==> config.mk <==
export PLATFORM = sky130hd
export DESIGN_NAME = capture_arbiter_flat
export DESIGN_NICKNAME = d
export VERILOG_FILES = /design/src/rtl/capture_arbiter_if.sv /design/src/rtl/capture_arbiter.sv /design/src/flat_wrapper.sv
export SDC_FILE = /design/constraint.sdc
export NUM_CORES = 1
export LEC_CHECK = 0
export CAP_MARGIN = 20
export CORE_MARGIN = 2
export CORE_UTILIZATION = 55
export DETAILED_ROUTE_END_ITERATION = 10
export DONT_BUFFER_PORTS = 1
export PLACE_DENSITY = 0.84
export REMOVE_ABC_BUFFERS = 1
export SLEW_MARGIN = 20
export SYNTH_ARGS = -nofsm -noshare
export SYNTH_HDL_FRONTEND = slang
export SYNTH_SLANG_ARGS = --single-unit
==> constraint.sdc <==
create_clock -name clk -period 3.7 [get_ports clk]
set_input_delay 0.37 -clock clk [delete_from_list [all_inputs] [get_ports clk]]
set_output_delay 0.37 -clock clk [all_outputs]
set_load 0.01 [all_outputs]
==> src/rtl/capture_arbiter_if.sv <==
// Bus bundle between the capture bank, the arbiter and the downstream decoder.
// CAPTURE_ARB_DROP_CNT_EN adds the drop_count field.
interface capture_arbiter_if #(
  parameter int N     = 4,
  parameter int WIDTH = 32
);
  localparam int CW = (N > 1) ? $clog2(N) : 1;

  logic [N-1:0]       ch_ready;
  logic [N*WIDTH-1:0] ch_center;
  logic [N-1:0]       ch_clr;
  logic [WIDTH-1:0]   out_data;
  logic [CW-1:0]      out_chan;
  logic               out_valid;
  logic               out_ack;
  logic               overflow;
  logic               ovf_clr;
`ifdef CAPTURE_ARB_DROP_CNT_EN
  logic [15:0]        drop_count;

  modport master (
    input  ch_ready, ch_center, out_ack, ovf_clr,
    output ch_clr, out_data, out_chan, out_valid, overflow, drop_count
  );
  modport slave (
    output ch_ready, ch_center, out_ack, ovf_clr,
    input  ch_clr, out_data, out_chan, out_valid, overflow, drop_count
  );
`else
  modport master (
    input  ch_ready, ch_center, out_ack, ovf_clr,
    output ch_clr, out_data, out_chan, out_valid, overflow
  );
  modport slave (
    output ch_ready, ch_center, out_ack, ovf_clr,
    input  ch_clr, out_data, out_chan, out_valid, overflow
  );
`endif
endinterface

==> src/rtl/capture_arbiter.sv <==
// Round-robin drain of N capture channels into a tagged first-word-fall-through FIFO.
// Optional drop counter enabled by CAPTURE_ARB_DROP_CNT_EN.
module capture_arbiter #(
  parameter int N     = 4,
  parameter int WIDTH = 32,
  parameter int DEPTH = 8
) (
  input  logic               clk,
  input  logic               rst,
  capture_arbiter_if.master  bus
);
  localparam int CW = (N > 1) ? $clog2(N) : 1;
  localparam int AW = $clog2(DEPTH);
  localparam int PW = AW + 1;

  typedef enum logic [1:0] {SCAN, CLEAR, SETTLE} state_t;

  state_t           state_q, state_d;
  logic [CW-1:0]    rr_q, rr_d;
  logic [CW-1:0]    idx_q, idx_d;
  logic [WIDTH-1:0] center_q, center_d;
  logic [N-1:0]     clr_q, clr_d;
  logic [PW-1:0]    wr_ptr_q, wr_ptr_d;
  logic [PW-1:0]    rd_ptr_q, rd_ptr_d;
  logic             overflow_q, overflow_d;
`ifdef CAPTURE_ARB_DROP_CNT_EN
  logic [15:0]      drop_cnt_q, drop_cnt_d;
`endif

  logic [CW+WIDTH-1:0] mem_q [DEPTH];
  logic [CW+WIDTH-1:0] head;

  logic          found;
  logic [CW-1:0] hit;
  logic [CW-1:0] hit_next;
  logic          push, pop, wr_en, drop, empty, full;

  // First ready channel at or after the round-robin pointer, wrapping at N-1.
  always_comb begin
    int j;
    found = 1'b0;
    hit   = '0;
    j     = 0;
    for (int k = 0; k < N; k++) begin
      j = int'(rr_q) + k;
      if (j >= N) j = j - N;
      if (!found && bus.ch_ready[j]) begin
        found = 1'b1;
        hit   = CW'(j);
      end
    end
    if (int'(hit) == N - 1) hit_next = '0;
    else                    hit_next = hit + CW'(1);
  end

  always_comb begin
    state_d  = state_q;
    rr_d     = rr_q;
    idx_d    = idx_q;
    center_d = center_q;
    clr_d    = '0;
    push     = 1'b0;
    case (state_q)
      SCAN: begin
        if (found) begin
          idx_d      = hit;
          center_d   = bus.ch_center[hit*WIDTH +: WIDTH];
          rr_d       = hit_next;
          clr_d[hit] = 1'b1;
          state_d    = CLEAR;
        end
      end
      CLEAR: begin
        push    = 1'b1;
        state_d = SETTLE;
      end
      SETTLE:  state_d = SCAN;
      default: state_d = SCAN;
    endcase
  end

  // Pointer MSB separates full from empty; a pop in the same cycle frees room for a push at full.
  always_comb begin
    empty      = (wr_ptr_q == rd_ptr_q);
    full       = (wr_ptr_q[AW] != rd_ptr_q[AW]) && (wr_ptr_q[AW-1:0] == rd_ptr_q[AW-1:0]);
    pop        = !empty && bus.out_ack;
    wr_en      = push && (!full || pop);
    drop       = push && !wr_en;
    wr_ptr_d   = wr_ptr_q + PW'(wr_en);
    rd_ptr_d   = rd_ptr_q + PW'(pop);
    overflow_d = overflow_q;
    if (drop)             overflow_d = 1'b1;
    else if (bus.ovf_clr) overflow_d = 1'b0;
  end

`ifdef CAPTURE_ARB_DROP_CNT_EN
  always_comb begin
    drop_cnt_d = drop_cnt_q;
    if (bus.ovf_clr)                 drop_cnt_d = drop ? 16'd1 : 16'd0;
    else if (drop && !(&drop_cnt_q)) drop_cnt_d = drop_cnt_q + 16'd1;
  end
`endif

  always_ff @(posedge clk or posedge rst) begin
    if (rst) begin
      state_q    <= SCAN;
      rr_q       <= '0;
      idx_q      <= '0;
      center_q   <= '0;
      clr_q      <= '0;
      wr_ptr_q   <= '0;
      rd_ptr_q   <= '0;
      overflow_q <= 1'b0;
`ifdef CAPTURE_ARB_DROP_CNT_EN
      drop_cnt_q <= '0;
`endif
    end else begin
      state_q    <= state_d;
      rr_q       <= rr_d;
      idx_q      <= idx_d;
      center_q   <= center_d;
      clr_q      <= clr_d;
      wr_ptr_q   <= wr_ptr_d;
      rd_ptr_q   <= rd_ptr_d;
      overflow_q <= overflow_d;
`ifdef CAPTURE_ARB_DROP_CNT_EN
      drop_cnt_q <= drop_cnt_d;
`endif
    end
  end

  // Storage carries no reset; reset only empties it through the pointers.
  always_ff @(posedge clk) begin
    if (wr_en) mem_q[wr_ptr_q[AW-1:0]] <= {idx_q, center_q};
  end

  assign head          = mem_q[rd_ptr_q[AW-1:0]];
  assign bus.ch_clr    = clr_q;
  assign bus.out_valid = !empty;
  assign bus.out_data  = empty ? '0 : head[WIDTH-1:0];
  assign bus.out_chan  = empty ? '0 : head[WIDTH +: CW];
  assign bus.overflow  = overflow_q;
`ifdef CAPTURE_ARB_DROP_CNT_EN
  assign bus.drop_count = drop_cnt_q;
`endif
endmodule

==> src/flat_wrapper.sv <==
// flat-port wrapper written by rule: the top's interface ports become plain ports
module capture_arbiter_flat 
#(
  parameter int N     = 4,
  parameter int WIDTH = 32,
  parameter int DEPTH = 8
)
  (clk, rst, bus_ch_ready, bus_ch_center, bus_out_ack, bus_ovf_clr, bus_ch_clr, bus_out_data, bus_out_chan, bus_out_valid, bus_overflow);
  capture_arbiter_if #(.N(N), .WIDTH(WIDTH)) bus_i ();
  input  logic clk;
  input  logic rst;
  input wire logic [$bits(bus_i.ch_ready)-1:0] bus_ch_ready;
  input wire logic [$bits(bus_i.ch_center)-1:0] bus_ch_center;
  input wire logic [$bits(bus_i.out_ack)-1:0] bus_out_ack;
  input wire logic [$bits(bus_i.ovf_clr)-1:0] bus_ovf_clr;
  output wire logic [$bits(bus_i.ch_clr)-1:0] bus_ch_clr;
  output wire logic [$bits(bus_i.out_data)-1:0] bus_out_data;
  output wire logic [$bits(bus_i.out_chan)-1:0] bus_out_chan;
  output wire logic [$bits(bus_i.out_valid)-1:0] bus_out_valid;
  output wire logic [$bits(bus_i.overflow)-1:0] bus_overflow;
  assign bus_i.ch_ready = bus_ch_ready;
  assign bus_i.ch_center = bus_ch_center;
  assign bus_i.out_ack = bus_out_ack;
  assign bus_i.ovf_clr = bus_ovf_clr;
  assign bus_ch_clr = bus_i.ch_clr;
  assign bus_out_data = bus_i.out_data;
  assign bus_out_chan = bus_i.out_chan;
  assign bus_out_valid = bus_i.out_valid;
  assign bus_overflow = bus_i.overflow;
  capture_arbiter #(.N(N), .WIDTH(WIDTH), .DEPTH(DEPTH)) u_core (.clk(clk), .rst(rst), .bus(bus_i));
endmodule
Yosys cells after proc, flatten, opt, wreduce, memory -nomap -nowiden
Memories as Yosys holds them, arrays and structs flattened. Index checks and enable logic that the tools add are counted.

Register bits after elaboration: 51. Bits in writable memories: 272. Bits of input ports: 136. Output and inout port bits: 40. Memories: 1.

Add/subtract/negate cells: 10. $lt $le $gt $ge: 10. Equality and inequality tests: 6. Shift-type cells: 1. Multiplexer cells: 38. Reductions and logical operators: 18.

Memory list: u_core.mem_q (words 8, width 34, rd ports 1, clocked after memory_dff 0, write ports 1, line capture_arbiter.sv:30) `logic [CW+WIDTH-1:0] mem_q [DEPTH];`.

Operators with widths (number): 2-to-1 mux 32 bit (5); less-than comparator 32 x 4 -> 1 bit (second input constant) (4); indexed part select 128 x 8 -> 32 bit (1); >= comparator 32 x 4 -> 1 bit (second input constant) (3); subtractor 32 x 4 -> 32 bit (second input constant) (3); 2-to-1 mux 1 bit (18); 2-to-1 mux 2 bit (7); adder 4 x 1 -> 4 bit (2); binary-select mux 1 bit (select 2 bit) (4); logical AND 1 bit (8); 2-to-1 mux 4 bit (2); adder 2 x 2 -> 3 bit (second input constant) (2); logical NOT 1 bit (6); equality test 2 x 1 -> 1 bit (second input constant) (2); equality test 4 bit (1); one-hot mux 2 bit (2 select lines) (1); subtractor 2 x 3 -> 4 bit (second input constant) (1); adder 2 x 1 -> 3 bit (second input constant) (1); equality test 3 bit (1); >= comparator 2 x 3 -> 1 bit (second input constant) (1); less-than comparator 2 x 3 -> 1 bit (second input constant) (1); adder 2 x 1 -> 2 bit (second input constant) (1); demux 1 bit (select 2 bit) (1); >= comparator 2 x 1 -> 1 bit (second input constant) (1); other kinds (6) (6).

Longest topological paths before layout
Depth in word-level cells: 21. Depth in mapped cells: 9.

Least setup slack after synthesis
OpenSTA, ideal clock, no wires.

Path type: register to register. From: register u_core.wr_ptr_q[2]. To: memory u_core.mem_q[0][0] in the netlist's numbering (enable). Data arrival time: 3393 ps. Data required time: 3233 ps. Setup slack: -161 ps. Cell stages (with the launch flop): 7. Buffers on the path: 1. Cell sequence: dfrtp_1 -> clkbuf_1 -> xnor2_1 -> nand3_1 -> o31a_1 -> nand2b_1 -> nor3_1.

Word-level cells in the longest chain between the ends: 7. Elaborated cells between the ends (all ways): 10. Classes of those cells: eq/ne (2); mux (2); reduce/logical (6).

RTL lines: start, declared (line capture_arbiter.sv:23) `logic [PW-1:0] wr_ptr_q, wr_ptr_d;`; start signal, assigned (line capture_arbiter.sv:123) `wr_ptr_q <= wr_ptr_d;`; equality test 4 bit / equality test 3 bit (equally long branches) (line capture_arbiter.sv:84, capture_arbiter.sv:85); logical NOT 1 bit / logical AND 1 bit (equally long branches) (line capture_arbiter.sv:86, capture_arbiter.sv:85); logical AND 1 bit / logical NOT 1 bit (equally long branches) (line capture_arbiter.sv:86, capture_arbiter.sv:87); logical OR 1 bit (line capture_arbiter.sv:87) `wr_en = push && (!full || pop);`; logical AND 1 bit (line capture_arbiter.sv:87); 2-to-1 mux 1 bit (line capture_arbiter.sv:134) `if (wr_en) mem_q[wr_ptr_q[AW-1:0]] <= {idx_q, center_q};`; 2-to-1 mux 1 bit (implied by the code) (line capture_arbiter.sv:134); end, declared (line capture_arbiter.sv:30).

Parallel ways exist; a longest one is shown, timed or not.

Worst setup path in the final report
From: register u_core.rd_ptr_q[1]. To: output bus_out_data[10].

Word-level cells in the longest chain between the ends: 2. Elaborated cells between the ends (all ways): 3. Classes of those cells: eq/ne (1); mux (1); memory (1).

RTL lines: start, declared (line capture_arbiter.sv:24) `logic [PW-1:0] rd_ptr_q, rd_ptr_d;`; start signal, assigned (line capture_arbiter.sv:124) `rd_ptr_q <= rd_ptr_d;`; memory (8 x 34 bit) / equality test 4 bit (equally long branches); 2-to-1 mux 32 bit (*) (line capture_arbiter.sv:140) `assign bus.out_data = empty ? '0 : head[WIDTH-1:0];`; end, declared (line flat_wrapper.sv:17) `output wire logic [$bits(bus_i.out_data)-1:0] bus_out_data;`.

Every way passes the cells marked *; elsewhere a longest branch is shown, timed or not.

==> flow_metrics.tcl <==
set metrics [dict create \
    synth-async-reset-ratio_pct 15.8 \
    num-nets-final 851 \
    cts_max_path_buffers 3 \
    synth_largest_area_cell "sky130_fd_sc_hd__edfxtp_1" \
    fin_crit_sh_pct 78.9 \
    crit_required_ps 3330 \
    synth_sequential_area_ratio_pct 71.8 \
    worst_path_arrival_time_ps 2550 \
    first_global_vias 7066 \
    outcome "completed" \
    die_w_um 159 \
    finalClockSkew_ps 12.4 \
    route.antenna.remaining_nets 0 \
    synth_enable_flop_cells 272 \
    postCtsResizedCells 0 \
    timing.max_cap.violations 0 \
    design.core.area_sq_um 23500 \
    yosys-top-cells-area "sky130_fd_sc_hd__edfxtp_1, sky130_fd_sc_hd__mux4_2, sky130_fd_sc_hd__dfrtp_1" \
    postRouteWirelength_um 28100 \
    synth.top_cell.area_share_pct 62.1 \
    slew_headroom_pct 33.3 \
    die_height_um 159 \
    ys_top_cells_by_count "sky130_fd_sc_hd__edfxtp_1, sky130_fd_sc_hd__mux2i_1, sky130_fd_sc_hd__mux4_2" \
    gpl_wtd_cong 0.757 \
    worst-setup-path-type "reg2out" \
    pwr-share-seq_pct 44.5 \
    clkSinkCount 323 \
    overall_overflow_remaining_after_global_route 0 \
    placed_area_sq_um 13500 \
    wl_per_cell_um 26.6 \
    finalWorstSetupSlack_ps 779 \
    worst_r2r_startpoint "u_core.wr_ptr_q[2]" \
    min_path_cells 2 \
    worst_r2r_path_depth 6 \
    timing_max_transition_violations_final 0 \
    core.rowCount 56 \
    post-synth-top-count-cell "sky130_fd_sc_hd__edfxtp_1" \
    r2r_slack_ps 1100 \
    power_leakage_nw 5.16 \
    initialDrtViolationCount 575 \
    hp-class "in2reg" \
    net-switching-power_mw 4.32 \
    synthesis.instances 701 \
    period_needed_ps 2920 \
    drt-pass1-iter-count 5 \
    power_density_nw_per_um2 888 \
    syn2layout_area_growth_pct 11.2 \
    layout-drive-gt1-share_pct 19.8 \
    synthesis.area_sq_um 13100 \
    num_vias 6712 \
    fmax_mhz 342 \
    hold_viol_final 0 \
    half_perimeter_wire_length_after_placement_um 15300 \
    boundary_pin_count 176 \
    floorplan.initialDensity_pct 56.0 \
    timing.final.setup_violations 0 \
    post-route-cell-area_sq_um 14600 \
    synth_flop_cell "sky130_fd_sc_hd__edfxtp_1" \
    crit_path_start_kind "register" \
    numPortBuffers 0 \
    ys_ff_latch 323 \
    internal_power_mw 8.66 \
    synth.avg_cell_area_sq_um 18.8 \
    holdCritStartpoint "bus_ch_center[112]" \
    grt_antenna_before_repair 0 \
    share_clk_of_total_power_pct 25.1 \
    power_frac_comb_pct 30.4 \
    tightest_slew_ps 1000 \
    cts_tree "built" \
    grt_max_degree 71 \
    synth_cell_type_count 32 \
    crit_path_max_fanout 70 \
    ir_drop_worst_vdd_uv 1070 \
    floorplan.die_area_sq_um 25200 \
    viasPerCell 6.36 \
    min_to "u_core.center_q[16]" \
    cts_setup_buffers 0 \
    cts_made_buffers 34 \
    dpl_worst_slack_ps 1130 \
    cts.hold.buffers_added 1 \
    grtUsageTotal_pct 22.9 \
    net_sw_share_pct 33.3 \
    setup.worst_path.end_class "primary output" \
    antenna-diode-count 0 \
    clock_latency_ps 500 \
    detailed_route_drc_error_count 0 \
    grt_first_pass_wirelength_um 41700 \
    buffer_type_at_the_clock_tree_root "sky130_fd_sc_hd__clkbuf_16" \
    ys.warnings.count 0 \
    cts_htree_levels 2 \
    setup_repair_after_global_routing_missed_its_margin "false" \
    cts.clk_slew.worst_paths_ps 60 \
    worstReg2RegEnd "u_core.mem_q[2][32]" \
]
-- power groups by stage --
| stage | registers, mW | clock network, mW | logic (mW) |
|---|---|---|---|
| floorplan | 5.90 | 0 | 2.71 |
| global placement | 5.71 | 0 | 3.87 |
| detailed placement | 5.82 | 0 | 4.00 |
| CTS | 5.77 | 3.30 | 4.02 |
| global route | 5.86 | 3.45 | 4.27 |
| finish | 5.78 | 3.26 | 3.95 |
-- flip-flops by register name, indices dropped and copies added, names as in the netlist --
| signal | flops |
|---|---|
| u_core.bus.overflow | 1 |
| u_core.bus.ch_clr | 4 |
| u_core.rd_ptr_q | 4 |
| u_core.rr_q | 2 |
| u_core.wr_ptr_q | 4 |
| u_core.state_q | 2 |
| u_core.idx_q | 2 |
| u_core.center_q | 32 |
| u_core.mem_q | 272 |
-- how the worst max path moves through the flow --
stage / start / end / slack [ps] / cells after the start
after floorplan: u_core.rd_ptr_q[0] / u_core.mem_q[0][0] / -2510 / 5
after global placement: u_core.rd_ptr_q[1] / bus_out_data[16] / 1320 / 4
after detailed placement: u_core.wr_ptr_q[2] / u_core.mem_q[2][30] / 1130 / 6
after CTS: u_core.rd_ptr_q[1] / bus_out_data[9] / 760 / 4
after global routing: u_core.rd_ptr_q[1] / bus_out_data[16] / 660 / 4
final: u_core.rd_ptr_q[1] / bus_out_data[10] / 780 / 4
-- cell families (layout without fill, tap and decap cells) --
family / count (synthesis) / after routing / synth area share [%]
simple gates: 105 / 105 / 3.33
buf+inv: 52 / 87 / 2.07
flops: 323 / 323 / 71.8
compound gates: 42 / 42 / 2.66
xor+xnor: 8 / 8 / 0.533
fa+ha+maj: 5 / 5 / 0.476
mux: 166 / 166 / 19.1
-- routing by layer --
| layer | up-vias | share of wire, % | wire, um | track usage, % |
|---|---|---|---|---|
| met5 | - | 0 | 0 | 0 |
| met4 | 0 | 1.8 | 503 | 6.82 |
| met3 | 43 | 8.2 | 2290 | 4.84 |
| met2 | 352 | 51 | 14200 | 37.6 |
| met1 | 3509 | 39 | 11100 | 31.5 |
| li1 | 2808 | - | - | - |
-- cell type report --
class | count | area [sq um]
Inverter | 7 | 26.3
Tap cell | 319 | 399
Fill cell | 1593 | 8860
Sequential cell | 323 | 9450
Multi-Input combinational cell | 326 | 3510
Clock inverter | 14 | 109
Timing Repair Buffer | 18 | 150
Clock buffer | 48 | 967
-- placed cells by master, fill, tap and decap left out, types with 4 or more instances in the layout --
| cell | Yosys | final |
|---|---|---|
| sky130_fd_sc_hd__clkbuf_16 | 0 | 37 |
| sky130_fd_sc_hd__clkbuf_1 | 15 | 11 |
| sky130_fd_sc_hd__mux4_2 | 68 | 68 |
| sky130_fd_sc_hd__nand2_1 | 41 | 40 |
| sky130_fd_sc_hd__edfxtp_1 | 272 | 272 |
| sky130_fd_sc_hd__mux2i_1 | 98 | 98 |
| sky130_fd_sc_hd__nor2_1 | 43 | 37 |
| sky130_fd_sc_hd__nand2b_1 | 6 | 5 |
| sky130_fd_sc_hd__xnor2_1 | 6 | 6 |
| sky130_fd_sc_hd__nor2_4 | 0 | 6 |
| sky130_fd_sc_hd__inv_1 | 5 | 4 |
| sky130_fd_sc_hd__o221ai_1 | 32 | 32 |
| sky130_fd_sc_hd__dfrtp_1 | 51 | 48 |
| sky130_fd_sc_hd__ha_1 | 5 | 5 |
| sky130_fd_sc_hd__a21oi_1 | 4 | 4 |
| sky130_fd_sc_hd__clkinv_1 | 0 | 9 |
| sky130_fd_sc_hd__buf_4 | 2 | 16 |
-- critical path, stage by stage (launching register included) --
cell and delay [ps]:
sky130_fd_sc_hd__dfrtp_4 410, sky130_fd_sc_hd__buf_4 770, sky130_fd_sc_hd__mux4_2 440, sky130_fd_sc_hd__mux2i_1 270
sky130_fd_sc_hd__nor2_1 130
-- per-stage QoR --
step                hold slack (ps)  std cells  utilization (%)  TNS (ps)  power, mW
finish                         99.7       1055             62.3         0       13.0
detailed placement              454        992             57.6         0       9.82
floorplan                       419        656                -   -538390       8.60
CTS                            85.9       1055             62.3         0       13.1
global placement                458        992             57.6         0       9.57
global route                   96.5       1055             62.3         0       13.6
(Power assumes the default switching activity.)
